<file path="config.mk">
export PLATFORM = sky130hd
export DESIGN_NAME = dedup_sequencer
export DESIGN_NICKNAME = d
export VERILOG_FILES = /design/src/rtl/dedup_pkg.sv /design/src/rtl/dedup_buffer.sv /design/src/rtl/dedup_sequencer.sv
export SDC_FILE = /design/constraint.sdc
export NUM_CORES = 1
export LEC_CHECK = 0
export BUFFER_PORTS_ARGS = -buffer_cell sky130_fd_sc_hd__buf_2
export CAP_MARGIN = 5
export CORE_MARGIN = 1
export CORE_UTILIZATION = 25
export CTS_BUF_LIST = sky130_fd_sc_hd__clkbuf_4 sky130_fd_sc_hd__clkbuf_8
export CTS_CLUSTER_SIZE = 12
export DETAILED_ROUTE_END_ITERATION = 10
export PLACE_DENSITY = 0.37
export SLEW_MARGIN = 5
export SYNTH_ARGS = -nofsm -noshare
export SYNTH_HDL_FRONTEND = slang
export SYNTH_HIERARCHICAL = 1
export SYNTH_SLANG_ARGS = --single-unit
export TNS_END_PERCENT = 30
</file>
<file path="constraint.sdc">
create_clock -name clk -period 18.45 [get_ports clk]
set_input_delay 3.69 -clock clk [delete_from_list [all_inputs] [get_ports clk]]
set_output_delay 3.69 -clock clk [all_outputs]
set_load 0.05 [all_outputs]
</file>
<file path="src/rtl/dedup_pkg.sv">
// Shared types and sizing helpers for the remove-duplicates sequencer.
package dedup_pkg;

   localparam int DEF_NUM_ELEMENTS = 10;
   localparam int DEF_DATA_W       = 32;

   typedef enum logic [2:0] {
      ST_IDLE,
      ST_LOAD,
      ST_SCAN,
      ST_DRAIN,
      ST_DONE
   } dedup_state_t;

   // Width that can hold every value 0..n (length, index and count).
   function automatic int calc_idx_w(input int n);
      return $clog2(n + 1);
   endfunction

endpackage

</file>
<file path="src/rtl/dedup_buffer.sv">
// Element store: one synchronous write port, two combinational read ports.
module dedup_buffer
   import dedup_pkg::*;
#(
   parameter int NUM_ELEMENTS = DEF_NUM_ELEMENTS,
   parameter int DATA_W       = DEF_DATA_W,
   parameter int IDX_W        = calc_idx_w(DEF_NUM_ELEMENTS)
) (
   input  logic              clk,
   input  logic              i_we,
   input  logic [IDX_W-1:0]  i_waddr,
   input  logic [DATA_W-1:0] i_wdata,
   input  logic [IDX_W-1:0]  i_raddr_a,
   output logic [DATA_W-1:0] o_rdata_a,
   input  logic [IDX_W-1:0]  i_raddr_b,
   output logic [DATA_W-1:0] o_rdata_b
);

   logic [DATA_W-1:0] r_mem [NUM_ELEMENTS];

   // Address decode by compare keeps index widths independent of the depth.
   always_ff @(posedge clk) begin
      for (int e = 0; e < NUM_ELEMENTS; e++) begin
         if (i_we && (i_waddr == IDX_W'(e))) r_mem[e] <= i_wdata;
      end
   end

   always_comb begin
      o_rdata_a = '0;
      o_rdata_b = '0;
      for (int e = 0; e < NUM_ELEMENTS; e++) begin
         if (i_raddr_a == IDX_W'(e)) o_rdata_a = r_mem[e];
         if (i_raddr_b == IDX_W'(e)) o_rdata_b = r_mem[e];
      end
   end

endmodule

</file>
<file path="src/rtl/dedup_sequencer.sv">
// Streams in a sorted array, compacts duplicates in place with a two-pointer
// scan (one compare per cycle), then streams the unique elements out.
module dedup_sequencer
   import dedup_pkg::*;
#(
   parameter  int NUM_ELEMENTS = DEF_NUM_ELEMENTS,
   parameter  int DATA_W       = DEF_DATA_W,
   localparam int IDX_W        = calc_idx_w(NUM_ELEMENTS)
) (
   input  logic              clk,
   input  logic              rst,
   input  logic              start,
   input  logic [IDX_W-1:0]  len,
   input  logic              in_valid,
   input  logic [DATA_W-1:0] in_data,
   output logic              in_ready,
   output logic              out_valid,
   output logic [DATA_W-1:0] out_data,
   input  logic              out_ready,
   output logic [31:0]       k,
   output logic              busy,
   output logic              done,
   output logic              sort_err
);

   localparam logic [IDX_W-1:0] NE  = IDX_W'(NUM_ELEMENTS);
   localparam logic [IDX_W-1:0] ONE = IDX_W'(1);

   dedup_state_t r_state, w_next;

   logic [IDX_W-1:0]  r_len, r_wr_idx, r_i, r_kcnt, r_rd_idx, r_k;
   logic              r_sort_err;

   logic [IDX_W-1:0]  w_len_q;
   logic              w_in_fire, w_out_fire, w_last_in, w_last_scan, w_last_out;
   logic              w_scan, w_distinct, w_desc;
   logic              w_we;
   logic [IDX_W-1:0]  w_waddr, w_raddr_cmp;
   logic [DATA_W-1:0] w_wdata, w_rd_scan, w_rd_cmp;

   assign w_len_q     = (len > NE) ? NE : len;
   assign w_scan      = (r_state == ST_SCAN);
   assign w_in_fire   = in_valid && (r_state == ST_LOAD);
   assign w_out_fire  = out_ready && (r_state == ST_DRAIN);
   assign w_last_in   = w_in_fire && (r_wr_idx == r_len - ONE);
   assign w_last_scan = w_scan && (r_i == r_len - ONE);
   assign w_last_out  = w_out_fire && (r_rd_idx == r_k - ONE);
   assign w_distinct  = (w_rd_scan != w_rd_cmp);
   assign w_desc      = (w_rd_scan < w_rd_cmp);

   // Port B doubles as the compare read (kcnt-1) in SCAN and the drain read.
   assign w_we        = w_in_fire || (w_scan && w_distinct);
   assign w_waddr     = w_scan ? r_kcnt : r_wr_idx;
   assign w_wdata     = w_scan ? w_rd_scan : in_data;
   assign w_raddr_cmp = w_scan ? (r_kcnt - ONE) : r_rd_idx;

   dedup_buffer #(
      .NUM_ELEMENTS (NUM_ELEMENTS),
      .DATA_W       (DATA_W),
      .IDX_W        (IDX_W)
   ) u_buf (
      .clk       (clk),
      .i_we      (w_we),
      .i_waddr   (w_waddr),
      .i_wdata   (w_wdata),
      .i_raddr_a (r_i),
      .o_rdata_a (w_rd_scan),
      .i_raddr_b (w_raddr_cmp),
      .o_rdata_b (w_rd_cmp)
   );

   always_ff @(posedge clk or negedge rst) begin
      if (!rst) r_state <= ST_IDLE;
      else      r_state <= w_next;
   end

   always_comb begin
      w_next = r_state;
      case (r_state)
         ST_IDLE:  if (start) w_next = (w_len_q == '0) ? ST_DONE : ST_LOAD;
         ST_LOAD:  if (w_last_in) w_next = (r_len == ONE) ? ST_DRAIN : ST_SCAN;
         ST_SCAN:  if (w_last_scan) w_next = ST_DRAIN;
         ST_DRAIN: if (w_last_out) w_next = ST_DONE;
         ST_DONE:  w_next = ST_IDLE;
         default:  w_next = ST_IDLE;
      endcase
   end

   always_ff @(posedge clk or negedge rst) begin
      if (!rst) begin
         r_len      <= '0;
         r_wr_idx   <= '0;
         r_i        <= '0;
         r_kcnt     <= '0;
         r_rd_idx   <= '0;
         r_k        <= '0;
         r_sort_err <= 1'b0;
      end else begin
         case (r_state)
            ST_IDLE: begin
               if (start) begin
                  r_len      <= w_len_q;
                  r_wr_idx   <= '0;
                  r_k        <= '0;
                  r_sort_err <= 1'b0;
               end
            end
            ST_LOAD: begin
               if (w_in_fire) r_wr_idx <= r_wr_idx + ONE;
               if (w_last_in) begin
                  r_i      <= ONE;
                  r_kcnt   <= ONE;
                  r_rd_idx <= '0;
                  if (r_len == ONE) r_k <= ONE;
               end
            end
            ST_SCAN: begin
               r_i <= r_i + ONE;
               if (w_distinct) r_kcnt <= r_kcnt + ONE;
               if (w_desc) r_sort_err <= 1'b1;
               if (w_last_scan) begin
                  r_rd_idx <= '0;
                  r_k      <= w_distinct ? (r_kcnt + ONE) : r_kcnt;
               end
            end
            ST_DRAIN: begin
               if (w_out_fire) r_rd_idx <= r_rd_idx + ONE;
            end
            default: ;
         endcase
      end
   end

   assign in_ready  = (r_state == ST_LOAD);
   assign out_valid = (r_state == ST_DRAIN);
   assign out_data  = out_valid ? w_rd_cmp : '0;
   assign k         = 32'(r_k);
   assign busy      = (r_state != ST_IDLE);
   assign done      = (r_state == ST_DONE);
   assign sort_err  = r_sort_err;

endmodule

</file>
# Word level (Yosys, flattened, before mapping)
# Memories as Yosys holds them, arrays and structs flattened.
# Index checks and enable logic that the tools add are counted.
op_classes:
  add_sub_neg: 7
  n_mul: 0
  mux: 97
  shift: 0
  n_eq_ne: 44
  n_bitwise: 0
  n_div: 0
  n_reduce_logical: 44
  n_lt_le_gt_ge: 2
ops:
  columns: ["op", "count"]
  rows:
  - ["2-to-1 mux 32 bit", 31]
  - ["OR reduction 32 bit", 9]
  - ["2-to-1 mux 4 bit", 22]
  - ["equality test 4 x 3 -> 1 bit (second input constant)", 12]
  - ["less-than comparator 32 bit", 1]
  - ["2-to-1 mux 1 bit", 32]
  - ["inequality test 32 bit", 1]
  - ["equality test 4 x 2 -> 1 bit (second input constant)", 6]
  - ["equality test 4 bit (second input constant)", 6]
  - ["one-hot mux 4 bit (2 select lines)", 3]
  - ["one-hot mux 4 bit (3 select lines)", 2]
  - ["adder 4 x 1 -> 4 bit (second input constant)", 4]
  - ["equality test 4 x 1 -> 1 bit (second input constant)", 4]
  - ["logical AND 1 bit", 16]
  - ["zero test 4 bit", 4]
  - ["2-to-1 mux 3 bit", 5]
  - ["equality test 4 bit", 3]
  - ["inequality test 2 x 1 -> 1 bit (second input constant)", 6]
  - ["one-hot mux 3 bit (4 select lines)", 1]
  - ["subtractor 4 x 1 -> 4 bit (second input constant)", 3]
  - ["nonzero test 3 bit", 3]
  - ["AND reduction 4 bit", 2]
  - ["equality test 3 x 2 -> 1 bit (second input constant)", 2]
  - ["AND reduction 3 bit", 2]
  - ["10 further kinds", 14]
word_totals:
  ram_bits: 320
  latch_bits: 0
  n_memories: 1
  ff_bits: 28
  in_bits: 41
  romBits: 0
memory_table:
  columns: ["memory", "words", "word_bits", "rd", "rd_ports_with_merged_regs", "write_ports", "line_no", "rtl"]
  rows:
  - ["u_buf.r_mem", 10, 32, 10, 0, 1, "dedup_buffer.sv:19", "logic [DATA_W-1:0] r_mem [NUM_ELEMENTS];"]

# Depth between registers and ports, before layout
depth:
  depth_word: 29
  depth_mapped: 23
  ltp_nobuf: 17

# Hierarchy
# Netlist, hierarchy kept.
modules_own_cells:
  columns: ["mod", "seq_area_each_um2", "cells_per_inst", "n_inst", "area_each_um2"]
  rows:
  - ["dedup_buffer", 9609.2, 1146, 1, 15590.0]
  - ["dedup_sequencer", 700.7, 472, 1, 3316.9]

# Least setup slack after synthesis
# OpenSTA, ideal clock, no wires.
synth_path:
  kind: "register to output"
  startpoint: "register r_state[2]"
  endpoint: "output out_data[29]"
  path_stages_with_launch: 16
  setup_slack_ns: 11.347
  t_arrival_ns: 3.413
  t_required_ns: 14.760
  cell_sequence: "dfrtp_1 > buf_2 > nor2_1 > nand2_1 > clkbuf_1 > o21ai_0 > nand2b_1 > buf_6 > or2_1 > buf_6 > buf_6 > buf_6 > o22a_1 > o21ai_1 > inv_1 > nor2_1"
synth_via:
  elab_chain_len: 14
  elab_cells_between_ends: 24
  classes_between: "eq/ne: 11; mux: 12; reduce/logical: 1"
synth_rtl:
  columns: ["item", "line_no", "rtl"]
  rows:
  - ["start, declared", "dedup_sequencer.sv:29", "dedup_state_t r_state, w_next;"]
  - ["start signal, assigned", "dedup_sequencer.sv:74", "else r_state <= w_next;"]
  - ["equality test 3 x 2 -> 1 bit (*)", "dedup_sequencer.sv:42", "assign w_scan = (r_state == ST_SCAN);"]
  - ["2-to-1 mux 4 bit (*)", "dedup_sequencer.sv:55", "assign w_raddr_cmp = w_scan ? (r_kcnt - ONE) : r_rd_idx;"]
  - ["via w_raddr_cmp[3]", "dedup_sequencer.sv:38", "logic [IDX_W-1:0] w_waddr, w_raddr_cmp;"]
  - ["zero test 4 bit", "dedup_buffer.sv:33", "if (i_raddr_b == IDX_W'(e)) o_rdata_b = r_mem[e];"]
  - ["2-to-1 mux 32 bit (9 in series)", "dedup_buffer.sv:33", null]
  - ["2-to-1 mux 32 bit (*)", "dedup_buffer.sv:33", null]
  - ["via w_rd_cmp[29]", "dedup_sequencer.sv:39", "logic [DATA_W-1:0] w_wdata, w_rd_scan, w_rd_cmp;"]
  - ["2-to-1 mux 32 bit (*)", "dedup_sequencer.sv:136", "assign out_data = out_valid ? w_rd_cmp : '0;"]
  - ["end, declared", "dedup_sequencer.sv:18", "output logic [DATA_W-1:0] out_data,"]
# The timed path passes the listed nets; every way through them passes the cells marked *.

# Worst setup path in the final report
# Ends and elaborated chain as after synthesis.

==> key figures <==
Status
  – Status: finished clean

Global routing
  – Pin count of the biggest net entering global routing: 66
  – GRT Total Usage: ~18%
  – Initial antenna violation count: 2
  – Grt total ovfl: 0
  – First-pass GRT wire length: 102000 microns
  – Vias in the first global route: approximately 14000

Synthesis
  – Synth Area per Inst: between 10 and 15 sq um
  – Synth top area share: between 50% and 60%
  – Async SR Flop Fraction: 8.05%
  – Synth top area cells: edfxtp_1, mux2i_1, dfrtp_1, o21ai_0, nand2_1
  – Ys Warns: 6
  – Ys flop type: edfxtp_1
  – Synth area leader: edfxtp_1
  – Synth Cell Area: between 15000 and 20000 sq um
  – Register area share after synthesis: 54.5%
  – Register bit count reported by yosys: ~350
  – Synth unique cells: 79
  – EDFF count, synth: 320
  – Mapped Cells: 1618

Routing
  – Via count: ~14000
  – DRC viols: 0
  – Initial DRC Count: a little over 1000
  – 1st-pass router iterations: 7
  – Routed wire per std cell: between 20 and 30 microns
  – DRT antenna net count: 0
  – Routed Wire Length: roughly 70000 microns
  – Drt via density: ~5.1

Power and ir drop
  – Sequential power share: between 20% and 30%
  – Max VDD drop: 0.0000878 V
  – Sw Share: a little under half
  – Tot Pwr: 4.12 mW
  – Clock share of power: just under 20%
  – Combinational share of power: a little over half
  – Pwr dens: 190 nW/um^2
  – Cell internal pwr: approximately 2.2 mW
  – Leakage: roughly 7.9 nW
  – Switching pwr: between 1.5 and 2 mW

Flow run
  – MaxCap Viol Count: 0

Clocking
  – Clk_lat worst skew: between 0.6 and 0.7 ns
  – CTS tree: yes
  – Inserted Clock Buffers: 71
  – Max clock buf depth: 3
  – Reg clk slew, reported paths: about 0.050 ns
  – CTS Sinks: between 300 and 400
  – Setup Buffers After CTS: 0
  – Hold buffer count at CTS: 0
  – Post-CTS resize count: 0
  – H-tree Lvls: 3
  – Clock tree root driver cell: clkbuf_8

Critical path
  – Buf/Inv on CP: 4
  – Critical Path Max Stage Delay: 1.11 ns
  – Setup crit end kind: output pin
  – CP Launch Type: flip-flop
  – Slowest-stage cell, CP: nor3b_4
  – Critical Path RT: between 10 and 15 ns
  – Critical path fanouts, max: between 50 and 60
  – Crit path arrival time: around 6 ns
  – CP top delay family: simple AND/OR/NAND/NOR gates
  – Crit path kind: reg2out
  – Crit-path cells: nor2_1 > nand2_2 > buf_4 > o21ai_4 > buf_4 > nor3b_4 > o21ai_0 > o221a_2 > o21ai_1 > inv_1 > nor2_1 > buf_2

STA
  – Minimum hold slack: 0.553 ns
  – Final setup viols: 0
  – Tmin final: 9.75 ns
  – Max Slew Vio Count: 0
  – Worst slew pin tran: 1.24 ns
  – Clk_skew: ~0.031 ns
  – Final period util: 52.8%
  – Hold Vio Cnt, Final: 0
  – Rel. slew slack: between 10% and 20%
  – Setup TNS: 0 ns
  – RSZ-0062 raised after global routing: no
  – Fmax: between 0.1 and 0.15 GHz

Finish
  – Fraction of layout cells with a size suffix above 1: a little under a fifth
  – Area growth, synth to finish: 14.6%
  – Multi-input logic area: 7890 sq um
  – Fill cell count: slightly below 8000
  – Register area: 10300 sq um
  – Nets@finish: approximately 1800

Floorplanning
  – Top-level I/O count: 110
  – Die Y: roughly 280 microns
  – Row count: 100
  – Die X: about 280 microns
  – Full die area: 76700 sq um
  – Initial Util: about a quarter
  – CORE AREA: ~75000 sq um

Placement
  – RD Place Congestion: between 0.7 and 0.8
  – DP Wirelength: between 40000 and 50000 microns
  – PortBufs: 81

Worst hold path
  – Hold crit path type: reg2reg
## cells in the mapped netlist (21+ instances only)
library cell	n
a21o_1	33
a21oi_1	60
buf_2	44
buf_4	34
clkbuf_1	51
dfrtp_1	28
edfxtp_1	320
ha_1	40
inv_1	44
mux2_2	44
mux2i_1	165
nand2_1	146
nand2b_1	21
nor2_1	81
nor3b_1	26
o21ai_0	110
o21ai_1	27
o221ai_1	34
o22a_1	23
o22ai_1	36
## cell type report
class,count,share of cell area [%]
sequential,348,47.6
multi-input combinational,1109,36.4
tap,969,5.60
clock buffer,97,5.56
timing repair buffer,119,3.19
inverter,46,0.797
clock inverter,34,0.780
antenna,4,0.0462
## layer usage
metal  GRT usage, %  wire, microns
met5              0             13
met4           6.64           1940
met3           2.37           2960
met2           30.2          33500
met1           24.9          33300
## sequential cells by signal, summed over array words and instances (netlist names)
signal       count
r_i              4
r_k              4
r_kcnt           4
r_len            4
r_rd_idx         4
r_state          3
r_wr_idx         4
sort_err         1
u_buf/r_mem    320
## cells in the final DEF (no fill, tap or decap), drive strengths merged, types with 28 or more instances in the layout
cell | netlist | layout
edfxtp | 320 | 320
mux2i | 165 | 165
nand2 | 147 | 147
o21ai | 138 | 138
buf | 89 | 119
clkbuf | 53 | 97
nor2 | 82 | 82
a21oi | 60 | 60
inv | 45 | 47
mux2 | 44 | 44
ha | 40 | 40
o22ai | 36 | 36
o221ai | 34 | 34
a21o | 33 | 33
clkinv | 1 | 31
nor3b | 29 | 29
conb | 1 | 28
dfrtp | 28 | 28
## power by group through the flow
stage               clock network (mW)  registers [mW]  logic [mW]
floorplan                            0            1.08        1.46
finish                           0.794            1.09        2.23
CTS                              0.821            1.09        2.25
global route                     0.851            1.10        2.40
detailed placement                   0            1.11        2.23
global placement                     0            1.11        2.24
## cells by family (layout without fill, tap and decap cells)
group / after synthesis / count (layout) / synth area share [%]
buffers and inverters: 188 / 296 / 4.96
other: 1 / 32 / 0.0198
muxes: 209 / 209 / 11.4
AOI/OAI and AO/OA: 422 / 422 / 15.0
and+or+nand+nor: 390 / 390 / 10.4
DFF: 348 / 348 / 54.5
adders and majority gates: 40 / 40 / 2.65
xor gates and xnor gates: 20 / 20 / 1.08
## worst reg2reg max path: cells and delay by family, from the launching register on
kind / cells / cell delay, ns
AOI/OAI and AO/OA: 4 / 1.48
adders and majority gates: 1 / 0.34
buffers and inverters: 5 / 1.94
DFF: 1 / 0.49
and+or+nand+nor: 10 / 3.75
## metrics by stage
| stage | utilization, % | instances | instance area (sq um) | worst slack, ns |
|---|---|---|---|---|
| after floorplan | - | 1645 | 19000 | 11.35 |
| after global placement | 27.1 | 2591 | 20300 | 9.43 |
| after detailed placement | 27.2 | 2591 | 20300 | 9.38 |
| after CTS | 29.0 | 2722 | 21700 | 8.66 |
| after global routing | 29.0 | 2723 | 21700 | 8.48 |
| final | 29.0 | 2726 | 21700 | 8.70 |
## path summary, 6_finish.rpt
kind | cells past startpoint | slack, ns | endpoint | start
worst max-delay path | 12 | 8.70 | out_data[29] | r_state[2]$_DFFE_PN0P_
worst min-delay path | 1 | 0.55 | r_k[3]$_DFFE_PN0P_ | r_k[3]$_DFFE_PN0P_
worst max register to register | 20 | 10.05 | u_buf/r_mem[1][12]$_DFFE_PP_ | r_state[2]$_DFFE_PN0P_
worst min register to register | 1 | 0.55 | r_k[3]$_DFFE_PN0P_ | r_k[3]$_DFFE_PN0P_
max in group asynchronous | 1 | 14.82 | r_i[0]$_DFFE_PN0P_ | rst
min in group asynchronous | 1 | 3.08 | r_len[2]$_DFFE_PN0P_ | rst
Note: power is estimated with default switching activity, not from simulation.
